==> config.mk <==
export PLATFORM = sky130hd
export DESIGN_NAME = pulse_stretch_arbiter_flat
export DESIGN_NICKNAME = d
export VERILOG_FILES = /design/src/rtl/pulse_stretch_arbiter_if.sv /design/src/rtl/pulse_stretch_arbiter.sv /design/src/flat_wrapper.sv
export SDC_FILE = /design/constraint.sdc
export NUM_CORES = 1
export LEC_CHECK = 0
export ABC_AREA = 1
export BUFFER_PORTS_ARGS = -buffer_cell sky130_fd_sc_hd__buf_2
export CORE_AREA = 2 2 74 76
export DETAILED_ROUTE_END_ITERATION = 10
export DIE_AREA = 0 0 76 78
export PLACE_DENSITY = 0.8
export SYNTH_ARGS = -nofsm -noshare
export SYNTH_HDL_FRONTEND = slang
export SYNTH_SLANG_ARGS = --single-unit
==> constraint.sdc <==
create_clock -name clk -period 1.9 [get_ports clk]
set_input_delay 0.19 -clock clk [delete_from_list [all_inputs] [get_ports clk]]
set_output_delay 0.19 -clock clk [all_outputs]
set_load 0.05 [all_outputs]
==> src/rtl/pulse_stretch_arbiter_if.sv <==
// Bundle between the requesters/stretcher environment and pulse_stretch_arbiter.
// slave = arbiter side, master = requesters plus the stretcher's pulse_out.
interface pulse_stretch_arbiter_if #(
   parameter int unsigned NREQ  = 4,
   parameter int unsigned CFG_W = 16
);
   logic [NREQ-1:0]       req;
   logic [NREQ*CFG_W-1:0] req_cfg;
   logic [NREQ-1:0]       grant;
   logic [NREQ-1:0]       done;
   logic [NREQ-1:0]       err;
   logic                  busy;
   logic [CFG_W-1:0]      config_reg;
   logic                  pulse_reg;
   logic                  pulse_out;

   modport slave (
      input  req, req_cfg, pulse_out,
      output grant, done, err, busy, config_reg, pulse_reg
   );

   modport master (
      output req, req_cfg, pulse_out,
      input  grant, done, err, busy, config_reg, pulse_reg
   );
endinterface

==> src/rtl/pulse_stretch_arbiter.sv <==
// Round-robin sequencer sharing one pulse_stretcher among NREQ requesters.
// Optional macro PS_ARB_TIMEOUT_EN adds the wait-state timeout counter and FAIL/err path.
module pulse_stretch_arbiter #(
   parameter int unsigned NREQ    = 4,
   parameter int unsigned CFG_W   = 16,
   parameter int unsigned TIMEOUT = 1024
) (
   input  logic                   clk,
   input  logic                   rst,
   pulse_stretch_arbiter_if.slave bus
);
   localparam int unsigned PTR_W = (NREQ > 1) ? $clog2(NREQ) : 1;

   if (NREQ < 2 || NREQ > 8 || TIMEOUT < 1) begin : g_param_chk
      $error("pulse_stretch_arbiter: NREQ must be 2..8 and TIMEOUT >= 1");
   end

   typedef enum logic [2:0] {
      S_IDLE, S_LOAD, S_FIRE, S_WAIT_HI, S_WAIT_LO, S_FIN, S_FAIL
   } state_t;

   state_t           r_state, w_state_nxt;
   logic [NREQ-1:0]  r_pend, w_pend_nxt;
   logic [PTR_W-1:0] r_ptr, w_ptr_nxt;
   logic [PTR_W-1:0] r_win, w_win_nxt;
   logic [NREQ-1:0]  r_grant, w_grant_nxt;
   logic [NREQ-1:0]  r_done, w_done_nxt;
   logic             r_busy, w_busy_nxt;
   logic             r_pulse_reg, w_pulse_reg_nxt;
   logic [CFG_W-1:0] r_cfg, w_cfg_nxt;
   logic             w_found;
   logic [PTR_W-1:0] w_sel;
   logic [PTR_W-1:0] w_cand;
   logic             w_tmo;

`ifdef PS_ARB_TIMEOUT_EN
   localparam int unsigned CNT_W = $clog2(TIMEOUT + 1);
   logic [CNT_W-1:0] r_cnt, w_cnt_nxt;
   logic [NREQ-1:0]  r_err, w_err_nxt;

   assign w_tmo = (r_cnt == CNT_W'(TIMEOUT - 1));

   // Counter runs only while staying in a wait state; any entry restarts it at zero.
   always_comb begin
      w_cnt_nxt = '0;
      if ((r_state == S_WAIT_HI && w_state_nxt == S_WAIT_HI) ||
          (r_state == S_WAIT_LO && w_state_nxt == S_WAIT_LO)) begin
         w_cnt_nxt = r_cnt + CNT_W'(1);
      end
   end

   always_ff @(posedge clk or negedge rst) begin
      if (!rst) begin
         r_cnt <= '0;
         r_err <= '0;
      end else begin
         r_cnt <= w_cnt_nxt;
         r_err <= w_err_nxt;
      end
   end

   assign bus.err = r_err;
`else
   assign w_tmo   = 1'b0;
   assign bus.err = '0;
`endif

   // First pending channel at or after the round-robin pointer.
   always_comb begin
      w_found = 1'b0;
      w_sel   = '0;
      w_cand  = '0;
      for (int unsigned k = 0; k < NREQ; k++) begin
         w_cand = PTR_W'((32'(r_ptr) + k) % NREQ);
         if (!w_found && r_pend[w_cand]) begin
            w_found = 1'b1;
            w_sel   = w_cand;
         end
      end
   end

   always_comb begin
      w_state_nxt     = r_state;
      w_pend_nxt      = r_pend;
      w_ptr_nxt       = r_ptr;
      w_win_nxt       = r_win;
      w_grant_nxt     = r_grant;
      w_done_nxt      = '0;
      w_pulse_reg_nxt = 1'b0;
      w_cfg_nxt       = r_cfg;
`ifdef PS_ARB_TIMEOUT_EN
      w_err_nxt       = '0;
`endif
      unique case (r_state)
         S_IDLE: begin
            if (w_found) begin
               w_win_nxt   = w_sel;
               w_grant_nxt = NREQ'(1) << w_sel;
               w_cfg_nxt   = bus.req_cfg[w_sel*CFG_W +: CFG_W];
               w_state_nxt = S_LOAD;
            end
         end
         S_LOAD: begin
            w_pulse_reg_nxt = 1'b1;
            w_state_nxt     = S_FIRE;
         end
         S_FIRE:    w_state_nxt = S_WAIT_HI;
         S_WAIT_HI: begin
            if (bus.pulse_out)  w_state_nxt = S_WAIT_LO;
            else if (w_tmo)     w_state_nxt = S_FAIL;
         end
         S_WAIT_LO: begin
            if (!bus.pulse_out) w_state_nxt = S_FIN;
            else if (w_tmo)     w_state_nxt = S_FAIL;
         end
         S_FIN, S_FAIL: begin
            if (r_state == S_FIN) w_done_nxt = r_grant;
`ifdef PS_ARB_TIMEOUT_EN
            else                  w_err_nxt  = r_grant;
`endif
            w_grant_nxt       = '0;
            w_pend_nxt[r_win] = 1'b0;
            w_ptr_nxt         = (r_win == PTR_W'(NREQ - 1)) ? '0 : r_win + PTR_W'(1);
            w_state_nxt       = S_IDLE;
         end
         default: w_state_nxt = S_IDLE;
      endcase
      // A new strobe beats the end-of-service clear in the same cycle.
      w_pend_nxt = w_pend_nxt | bus.req;
      w_busy_nxt = (w_state_nxt != S_IDLE);
   end

   always_ff @(posedge clk or negedge rst) begin
      if (!rst) begin
         r_state     <= S_IDLE;
         r_pend      <= '0;
         r_ptr       <= '0;
         r_win       <= '0;
         r_grant     <= '0;
         r_done      <= '0;
         r_busy      <= 1'b0;
         r_pulse_reg <= 1'b0;
         r_cfg       <= '0;
      end else begin
         r_state     <= w_state_nxt;
         r_pend      <= w_pend_nxt;
         r_ptr       <= w_ptr_nxt;
         r_win       <= w_win_nxt;
         r_grant     <= w_grant_nxt;
         r_done      <= w_done_nxt;
         r_busy      <= w_busy_nxt;
         r_pulse_reg <= w_pulse_reg_nxt;
         r_cfg       <= w_cfg_nxt;
      end
   end

   assign bus.grant      = r_grant;
   assign bus.done       = r_done;
   assign bus.busy       = r_busy;
   assign bus.pulse_reg  = r_pulse_reg;
   assign bus.config_reg = r_cfg;
endmodule

==> src/flat_wrapper.sv <==
// flat-port wrapper written by rule: the top's interface ports become plain ports
module pulse_stretch_arbiter_flat 
#(
   parameter int unsigned NREQ    = 4,
   parameter int unsigned CFG_W   = 16,
   parameter int unsigned TIMEOUT = 1024
)
  (clk, rst, bus_req, bus_req_cfg, bus_pulse_out, bus_grant, bus_done, bus_err, bus_busy, bus_config_reg, bus_pulse_reg);
  pulse_stretch_arbiter_if #(.NREQ(NREQ), .CFG_W(CFG_W)) bus_i ();
  input  logic clk;
  input  logic rst;
  input wire logic [$bits(bus_i.req)-1:0] bus_req;
  input wire logic [$bits(bus_i.req_cfg)-1:0] bus_req_cfg;
  input wire logic [$bits(bus_i.pulse_out)-1:0] bus_pulse_out;
  output wire logic [$bits(bus_i.grant)-1:0] bus_grant;
  output wire logic [$bits(bus_i.done)-1:0] bus_done;
  output wire logic [$bits(bus_i.err)-1:0] bus_err;
  output wire logic [$bits(bus_i.busy)-1:0] bus_busy;
  output wire logic [$bits(bus_i.config_reg)-1:0] bus_config_reg;
  output wire logic [$bits(bus_i.pulse_reg)-1:0] bus_pulse_reg;
  assign bus_i.req = bus_req;
  assign bus_i.req_cfg = bus_req_cfg;
  assign bus_i.pulse_out = bus_pulse_out;
  assign bus_grant = bus_i.grant;
  assign bus_done = bus_i.done;
  assign bus_err = bus_i.err;
  assign bus_busy = bus_i.busy;
  assign bus_config_reg = bus_i.config_reg;
  assign bus_pulse_reg = bus_i.pulse_reg;
  pulse_stretch_arbiter #(.NREQ(NREQ), .CFG_W(CFG_W), .TIMEOUT(TIMEOUT)) u_core (.clk(clk), .rst(rst), .bus(bus_i));
endmodule
==> results of run 1 <==
-- critical path, cell delays in order (launching register included) --
cell and delay (ns):
dfrtp_2 0.47, buf_6 0.16, nand2_2 0.05, nand2_2 0.07, nand2_2 0.09, nand2_2 0.07
nor2_4 0.14, nand3_4 0.15, nand3_4 0.22, clkbuf_16 0.19, nand2_1 0.06, nand2_1 0.08
nand2_1 0.06, nand3_1 0.08
-- layout make-up --
cell class | instances | area [um2]
Multi-Input combinational cell | 263 | 1410
Tap cell | 70 | 87.6
Clock inverter | 3 | 46.3
Inverter | 26 | 110
Clock buffer | 5 | 68.8
Sequential cell | 37 | 928
Timing Repair Buffer | 121 | 778
Fill cell | 409 | 1610
-- per-stage QoR --
stage / hold slack, ns / total power, W / setup TNS (ns) / std cells / setup slack (ns)
2_1_floorplan: -0.106 / 0.00439 / 0 / 349 / 0.213
3_3_place_gp: 0.327 / 0.00520 / -1.77 / 505 / -0.114
3_5_place_dp: 0.331 / 0.00528 / -3.22 / 505 / -0.182
4_1_cts: 0.0141 / 0.00609 / 0 / 517 / 0.00850
5_1_grt: 0.0453 / 0.00738 / -2.29 / 525 / -0.187
6_report: -0.0210 / 0.00687 / -0.0835 / 525 / -0.0576
-- layer usage --
layer,routed length (um),share of wire (%),up-vias
met3,521,7.3,13
li1,-,-,1345
met1,2870,40,1245
met5,0,0,-
met2,3600,51,138
met4,108,1.5,0
-- logic make-up (layout without fill, tap and decap cells) --
logic type / Yosys count / in the layout / synth area share, %
simple gates: 236 / 236 / 44.4
compound gates: 19 / 19 / 4.64
flops: 37 / 37 / 37.7
buf+inv: 49 / 155 / 11.0
other cells: 1 / 4 / 0.153
fa+ha+maj: 4 / 4 / 2.04
-- path summary, 6_finish.rpt --
check                                       endpoint  slack [ns]  depth (start not counted)
max                        u_core.bus.config_reg[10]       -0.06                         13
max in group asynchronous            u_core.r_ptr[1]        1.36                          1
min in group clk                    u_core.r_pend[2]        0.08                          2
min                         u_core.bus.config_reg[3]       -0.02                          1
max reg2reg                u_core.bus.config_reg[10]       -0.06                         13
min reg2reg                u_core.bus.config_reg[14]        0.49                          2
-- power groups by stage --
stage | combinational [W] | sequential [W] | clock (W)
after global routing | 0.00528 | 0.00137 | 0.000737
final | 0.00485 | 0.00133 | 0.000698
after floorplan | 0.00240 | 0.00199 | 0
after CTS | 0.00407 | 0.00131 | 0.000706
after global placement | 0.00387 | 0.00133 | 0
after detailed placement | 0.00394 | 0.00134 | 0
-- layout by cell type (no fill, tap or decap), drive strengths merged --
cell type,netlist,routed
o21ai,12,12
buf,22,119
a21oi,5,5
or2,3,3
o22ai,1,1
nor3,2,2
dfrtp,37,37
inv,26,26
conb,1,4
bufinv,0,1
nor2,11,11
clkinv,0,1
clkinvlp,0,1
nand4,33,33
o21bai,1,1
nand2,143,143
clkbuf,1,7
nand3,44,44
ha,4,4
-- timing repair --
item / 4_1_cts / 5_1_grt
cloned: 0 / 3
setup endpoints to repair: 23 / 24
gates resized for setup: 8 / 54
pin swaps: 3 / 20
buffers inserted: 4 / 5
==> impl_metrics.tcl, run 1 <==
set metrics [dict create \
    p_sw_share_pct 53.2 \
    port_buffers 96 \
    grt_max_degree 38 \
    crit_start "u_core.r_ptr[0]" \
    route.detailed.drc 0 \
    status "finished, violations left" \
    combPwrFrac_pct 70.5 \
    netlist_area_um2 2450 \
    seqPwrFrac_pct 19.3 \
    cts_root_buffer "clkbuf_8" \
    clk_pin_slew_ns 0.08 \
    clk_latency_ns 0.30 \
    clk_path_buf_depth 2 \
    syn_area_per_cell_um2 7.09 \
    diodes 0 \
    finalHoldViolations 30 \
    intPower_w 0.00322 \
    use_met2_pct 40.8 \
    design_area_um2 3430 \
    drive_gt1_share_pct 41.1 \
    dpl.hpwl_mm 4.79 \
    numCtsBuffers 5 \
    grt.total_usage_pct 22.4 \
    tritoncts "done" \
    synthCells 346 \
    die-area_um2 5930 \
    slew_headroom_pct 46.1 \
    ant_nets 0 \
    grt_pass1_vias 2414 \
    avgRoutedWirePerCell_um 13.5 \
    use_met3_pct 4.77 \
    initial_core_util_pct 48.7 \
    drtIter0Drc 225 \
    violations "hold timing, setup timing" \
    rows 26 \
    vias 2741 \
    antenna_found_initial 0 \
    largest_register_ffs 16 \
    gr-total-overflow 0 \
    grt.met1_usage_pct 27.2 \
    clkSinkCount 37 \
    r2r-start "u_core.r_ptr[0]" \
    cts_hold_buf 0 \
    switchingPower_w 0.00365 \
    cap_violations 0 \
    worst_slew_pin_slew_ns 0.809 \
    crit_path_end_kind "register" \
    worstPathRequired_ns 2.14 \
    vias_per_cell 5.22 \
    synth-seq-area-share_pct 37.7 \
    die_w_um 76 \
    synth_top_area_share_pct 37.7 \
    post-route-period-util_pct 103 \
    synth_edf_count 0 \
    synthDistinctLibCells 29 \
    clock_skew_ns 0.00800 \
    p_clk_share_pct 10.2 \
    rsz0062_at_grt "true" \
    fin_ws_ns -0.0576 \
    boundaryPins 101 \
    netlist_top_cells_count "nand2_1, nand3_1, dfrtp_1" \
    synth_most_common_cell "nand2_1" \
    power_leakage_nw 1.90 \
    place.gp.congestion 0.868 \
    worstPathMaxFanout 6 \
    placed_area_um2 3010 \
    die_h_um 78 \
    first_pass_iters 5 \
    fin_worst_hold_slack_ns -0.0210 \
    drv_slew 0 \
    synth_seq_cells 37 \
    synthFlopType "dfrtp_1" \
    peakVddDrop_mv 1.14 \
    async_reset_ff_share_pct 100 \
    syn_to_final_growth_pct 39.9 \
    setup-violations-final 6 \
    core-area_um2 5040 \
    path_class "reg -> reg" \
    max_freq_mhz 511 \
    hold_class "in -> async" \
    min_period_ns 1.96 \
    h-tree-depth 2 \
    grt_pass1_wl_mm 10.8 \
    nets 529 \
    drt-total-wl_mm 7.10 \
    grt_busiest_layer "met2" \
    arrival_ns 2.19 \
    synth_area_leader_cell "dfrtp_1" \
    start_kind "register" \
    yosys_warnings 0 \
    postLayoutCoreUtil_pct 68.1 \
    p_per_area_nw_per_um2 2000 \
    synthTopCellsByArea "dfrtp_1, nand2_1, nand3_1" \
]
(Power assumes the default switching activity.)
==> run 2, diff against run 1 <==
- CORE_AREA: 2 2 74 76 -> 5 5 77 79
- DIE_AREA: 0 0 76 78 -> 0 0 82 84
- TNS_END_PERCENT: not set -> 10
==> run 2 against run 1 <==
  * The run ends with setup timing left
  * Clock skew decreased by 0.0021 ns
  * Power is 2.1% lower
  * Sequential power about the same
  * Core utilization fell by 4.2 points
  * Non-clock buffer count unchanged
  * Worst setup slack improved by 0.0061 ns
  * Cell count rose by 0.38%
  * Global-route usage shrank 2.2 points
  * Clock power grew 0.6%
  * Worst hold slack improved by 0.097 ns
  * Die area up 16%
==> impl_metrics.tcl, run 2 (synthesis gave the netlist of run 1 again) <==
set metrics [dict create \
    min_to "u_core.r_pend[1]" \
    worstPathRequired_ns 2.08 \
    crit_chain "buf_6 -> nand2_1 -> nand3_1 -> nand2_2 -> nand2_2 -> nand3_2 -> nand3_4 -> clkbuf_16 -> nand2_1 -> nand2_1 -> nand2_1 -> nand3_1" \
    seqPwrFrac_pct 20.2 \
    grt_pass1_vias 2542 \
    timing.rr.end "u_core.bus.config_reg[5]" \
    grt_max_degree 33 \
    crit_path_end_kind "register" \
    design_area_um2 3370 \
    clk_path_buf_depth 2 \
    largest_register_ffs 16 \
    boundaryPins 101 \
    use_met3_pct 5.18 \
    grt.met1_usage_pct 25.0 \
    fin_worst_hold_slack_ns 0.0762 \
    total_power_w 0.00673 \
    max_freq_mhz 512 \
    die-area_um2 6890 \
    finalHoldViolations 0 \
    ant_nets 0 \
    holdPathStages 2 \
    vias 2710 \
    cts_root_buffer "clkbuf_8" \
    hp-start "bus_req[1]" \
    drt-total-wl_mm 7.30 \
    violations "setup timing" \
    r2r-start "u_core.r_ptr[0]" \
    path_buf_inv 2 \
    p_per_area_nw_per_um2 2000 \
    reg2regPathDepth 12 \
    drive_gt1_share_pct 35.8 \
    clkSinkCount 37 \
    start_kind "register" \
    final_common_cell "nand2_1" \
    p_clk_share_pct 10.4 \
    worstPathMaxFanout 6 \
    critPathTopFamily "simple AND/OR/NAND/NOR gates" \
    post-route-period-util_pct 103 \
    min_period_ns 1.95 \
    port_buffers 96 \
    tritoncts "done" \
    status "finished, violations left" \
    hold_class "in -> reg" \
    grt_busiest_layer "met2" \
    crit_path_frequent_cell "nand2_1" \
    intPower_w 0.00317 \
    slowest_delay_ns 0.50 \
    grt.total_usage_pct 20.2 \
    vias_per_cell 5.14 \
    rsz0062_at_grt "true" \
    fin_ws_ns -0.0516 \
    path_class "reg -> reg" \
    first_pass_iters 4 \
    avgRoutedWirePerCell_um 13.8 \
    peakVddDrop_mv 0.961 \
    arrival_ns 2.13 \
    cap_violations 0 \
    numCtsBuffers 5 \
    placed_area_um2 3040 \
    drtIter0Drc 111 \
    combPwrFrac_pct 69.4 \
    power_leakage_nw 1.87 \
    clk_pin_slew_ns 0.08 \
    antenna_found_initial 0 \
    route.detailed.drc 0 \
    ff2ff_setup_slack_ns -0.05 \
    p_sw_share_pct 52.9 \
    slowest_stage "dfrtp_2" \
    syn_to_final_growth_pct 37.2 \
    drv_slew 0 \
    h-tree-depth 2 \
    clock_skew_ns 0.00593 \
    gr-total-overflow 0 \
    dpl_worst_slack_ns -0.0753 \
    final_cell_mix "nand2_1, buf_2, nand3_1, dfrtp_1, nand4_1" \
    die_w_um 82 \
    nets 529 \
    clk_latency_ns 0.30 \
    core-area_um2 5270 \
    rows 27 \
    dpl.hpwl_mm 5.05 \
    initial_core_util_pct 46.6 \
    switchingPower_w 0.00356 \
    die_h_um 84 \
    diodes 0 \
    place.gp.congestion 0.940 \
    grt_pass1_wl_mm 11.1 \
    setup-violations-final 16 \
    postLayoutCoreUtil_pct 63.9 \
    use_met2_pct 33.4 \
]
==> run 2: cell count changes in the layout (fill, tap and decap cells not counted), sizes merged <==
cell / delta
dlygate4sd3: +1
buf: -1
==> run 2: how the worst max path moves through the flow <==
stage                     from                   endpoint  slack, ns  cells past startpoint
6_report       u_core.r_ptr[0]   u_core.bus.config_reg[5]      -0.05                     12
5_1_grt        u_core.r_ptr[0]   u_core.bus.config_reg[0]      -0.17                     12
4_1_cts        u_core.r_ptr[0]  u_core.bus.config_reg[14]      0.007                     11
3_5_place_dp   u_core.r_ptr[0]  u_core.bus.config_reg[15]      -0.08                     10
3_3_place_gp   u_core.r_ptr[0]   u_core.bus.config_reg[7]       0.01                     11
2_1_floorplan  u_core.r_ptr[0]  u_core.bus.config_reg[13]       0.21                     12
==> run 2: power groups by stage <==
| stage | Clock (W) | Sequential [W] | Combinational (W) |
|---|---|---|---|
| finish | 0.000702 | 0.00136 | 0.00467 |
| global route | 0.000755 | 0.00139 | 0.00508 |
| CTS | 0.000708 | 0.00134 | 0.00407 |
| detailed placement | 0 | 0.00134 | 0.00405 |
| global placement | 0 | 0.00135 | 0.00396 |
| floorplan | 0 | 0.00199 | 0.00240 |
==> run 2: through the flow <==
stage               TNS (ns)  std cells
floorplan                  0        349
global placement           0        508
detailed placement     -1.15        508
CTS                        0        517
global route           -2.88        527
finish                -0.567        527
==> run 2: routing by layer <==
| layer | vias up | share of wire (%) |
|---|---|---|
| li1 | 1341 | - |
| met1 | 1238 | 39 |
| met2 | 114 | 50 |
| met3 | 17 | 8.4 |
| met4 | 0 | 2.5 |
| met5 | - | 0 |
==> run 2: final cells by class <==
class | count | area (um2)
Multi-Input combinational cell | 263 | 1330
Fill cell | 459 | 1900
Timing Repair Buffer | 121 | 791
Clock inverter | 3 | 46.3
Inverter | 26 | 108
Sequential cell | 37 | 928
Clock buffer | 5 | 68.8
Tap cell | 72 | 90.1
==> run 2: repair_timing <==
| item | CTS | global route |
|---|---|---|
| setup endpoints to repair | 20 | 23 |
| gates resized for setup | 2 | 28 |
| hold endpoints to repair | 13 | 0 |
| hold buffers | 1 | 0 |
| setup buffers | 0 | 7 |
| gates cloned | 0 | 3 |
| pin swaps | 0 | 12 |
==> run 3, diff against run 2 <==
- MAX_ROUTING_LAYER: not set -> met4
- SKIP_LAST_GASP: not set -> 1
==> run 3 against run 2 <==
  * The flow still finishes with violations (setup timing)
  * Cell count unchanged
  * Critical path depth unchanged
  * Design area decreased by 0.22%
  * Register-to-register slack is essentially flat
  * Global-route usage increased by 0.55 points
  * Sequential power is essentially flat
  * Routed wire length decreased by 1.4%
  * Die area unchanged
  * Count of clock-buffer cells in the layout unchanged
  * Fmax hardly changed
  * Critical endpoint unchanged
==> impl_metrics.tcl, run 3 (synthesis gave the netlist of run 1 again) <==
set metrics [dict create \
    initial_core_util_pct 46.6 \
    vias_per_cell 5.18 \
    worstPathMaxFanout 6 \
    cts_root_buffer "clkbuf_8" \
    setup_tns_ns -0.542 \
    grt_pass1_vias 2544 \
    start_kind "register" \
    nets 529 \
    switchingPower_w 0.00353 \
    first_pass_iters 4 \
    boundaryPins 101 \
    grt_pass1_wl_mm 11.1 \
    worstPathRequired_ns 2.08 \
    intPower_w 0.00317 \
    route.detailed.drc 0 \
    drtIter0Drc 122 \
    wl_met3_um 587 \
    combPwrFrac_pct 69.3 \
    cap_violations 0 \
    p_sw_share_pct 52.8 \
    antenna_found_initial 0 \
    peakVddDrop_mv 0.968 \
    arrival_ns 2.13 \
    die_h_um 84 \
    dpl.hpwl_mm 5.05 \
    final_common_cell "nand2_1" \
    seqPwrFrac_pct 20.2 \
    final_cell_mix "nand2_1, buf_2, nand3_1, dfrtp_1, nand4_1" \
    fin_ws_ns -0.0518 \
    reg2regPathDepth 12 \
    drt-met1-wl_mm 2.84 \
    clock_skew_ns 0.00420 \
    clk_path_buf_depth 2 \
    grt_max_degree 33 \
    diodes 0 \
    rsz0062_at_grt "true" \
    met2RoutedLength_mm 3.59 \
    core-area_um2 5270 \
    die_w_um 82 \
    h-tree-depth 2 \
    clk_pin_slew_ns 0.08 \
    min_period_ns 1.95 \
    vias 2732 \
    clk_latency_ns 0.30 \
    drive_gt1_share_pct 35.6 \
    status "finished, violations left" \
    max_freq_mhz 512 \
    drt-total-wl_mm 7.19 \
    multi_input_area_um2 1330 \
    finalHoldViolations 0 \
    rows 27 \
    finalNonFillerCells 527 \
    p_clk_share_pct 10.5 \
    largest_register_ffs 16 \
    port_buffers 96 \
    place.gp.congestion 0.957 \
    violations "setup timing" \
    gr-total-overflow 0 \
    crit_path_end_kind "register" \
    drv_slew 0 \
    fillers 462 \
    setup-violations-final 20 \
    numCtsBuffers 5 \
    power_leakage_nw 1.87 \
    p_per_area_nw_per_um2 2000 \
    grt.total_usage_pct 20.8 \
    post-place-cells 508 \
    avgRoutedWirePerCell_um 13.6 \
    ant_nets 0 \
    syn_to_final_growth_pct 36.9 \
    post-route-period-util_pct 103 \
    top_layer "met4" \
    die-area_um2 6890 \
    path_class "reg -> reg" \
    clkSinkCount 37 \
    tritoncts "done" \
    holdPathStages 2 \
    regArea_um2 928 \
    hold_class "in -> reg" \
    fin_worst_hold_slack_ns 0.0791 \
]
run 3: stage by stage:
step	util (%)	cell area, um2	worst slack, ns	total power (W)
6_report	63.7	3360	-0.0518	0.00670
3_3_place_gp	57.7	3040	0.0114	0.00531
2_1_floorplan	-	2460	0.213	0.00439
4_1_cts	60.2	3170	0.00661	0.00612
3_5_place_dp	57.7	3040	-0.0753	0.00540
5_1_grt	63.7	3360	-0.145	0.00720
run 3: cell type report:
cell class | instances | area share (%)
Multi-Input combinational cell | 263 | 39.5
Sequential cell | 37 | 27.6
Timing Repair Buffer | 121 | 23.5
Inverter | 26 | 3.20
Tap cell | 72 | 2.68
Clock buffer | 5 | 2.05
Clock inverter | 3 | 1.38
run 3: path summary, 6_finish.rpt:
check,startpoint,endpoint,slack (ns)
worst max-delay path,u_core.r_ptr[0],u_core.bus.config_reg[5],-0.05
worst min-delay path,bus_req[1],u_core.r_pend[1],0.08
worst max register to register,u_core.r_ptr[0],u_core.bus.config_reg[5],-0.05
worst min register to register,u_core.bus.config_reg[7],u_core.bus.config_reg[7],0.50
max in group asynchronous,rst,u_core.r_ptr[1],1.08
min in group asynchronous,rst,u_core.bus.config_reg[1],0.32
run 3: timing repair:
action / in CTS / in global routing
gates cloned: 0 / 3
pin swaps: 0 / 12
endpoints found under the setup margin: 20 / 23
setup buffers: 0 / 7
hold buffers: 1 / 0
hold endpoints to repair: 13 / 0
gates resized for setup: 2 / 26
run 3: metal layers:
layer,vias up,track usage (%)
li1,1344,-
met1,1244,25.5
met2,127,33.4
met3,17,4.43
met4,0,7.10
met5,-,-
run 3: power groups by stage:
stage	clock network (W)	logic (W)	registers [W]
after detailed placement	0	0.00405	0.00134
after CTS	0.000708	0.00407	0.00134
final	0.000704	0.00464	0.00136
after global routing	0.000758	0.00506	0.00139
after floorplan	0	0.00240	0.00199
after global placement	0	0.00396	0.00135
run 3: critical path, stage by stage (launching register included):
cell,delay (ns)
dfrtp_2,0.49
buf_6,0.15
nand2_1,0.10
nand3_1,0.14
nand2_2,0.14
nor2_4,0.07
nand3_4,0.13
nand3_4,0.16
clkbuf_16,0.20
nand2_1,0.05
nand2_1,0.05
nand2_1,0.06
nand3_1,0.08
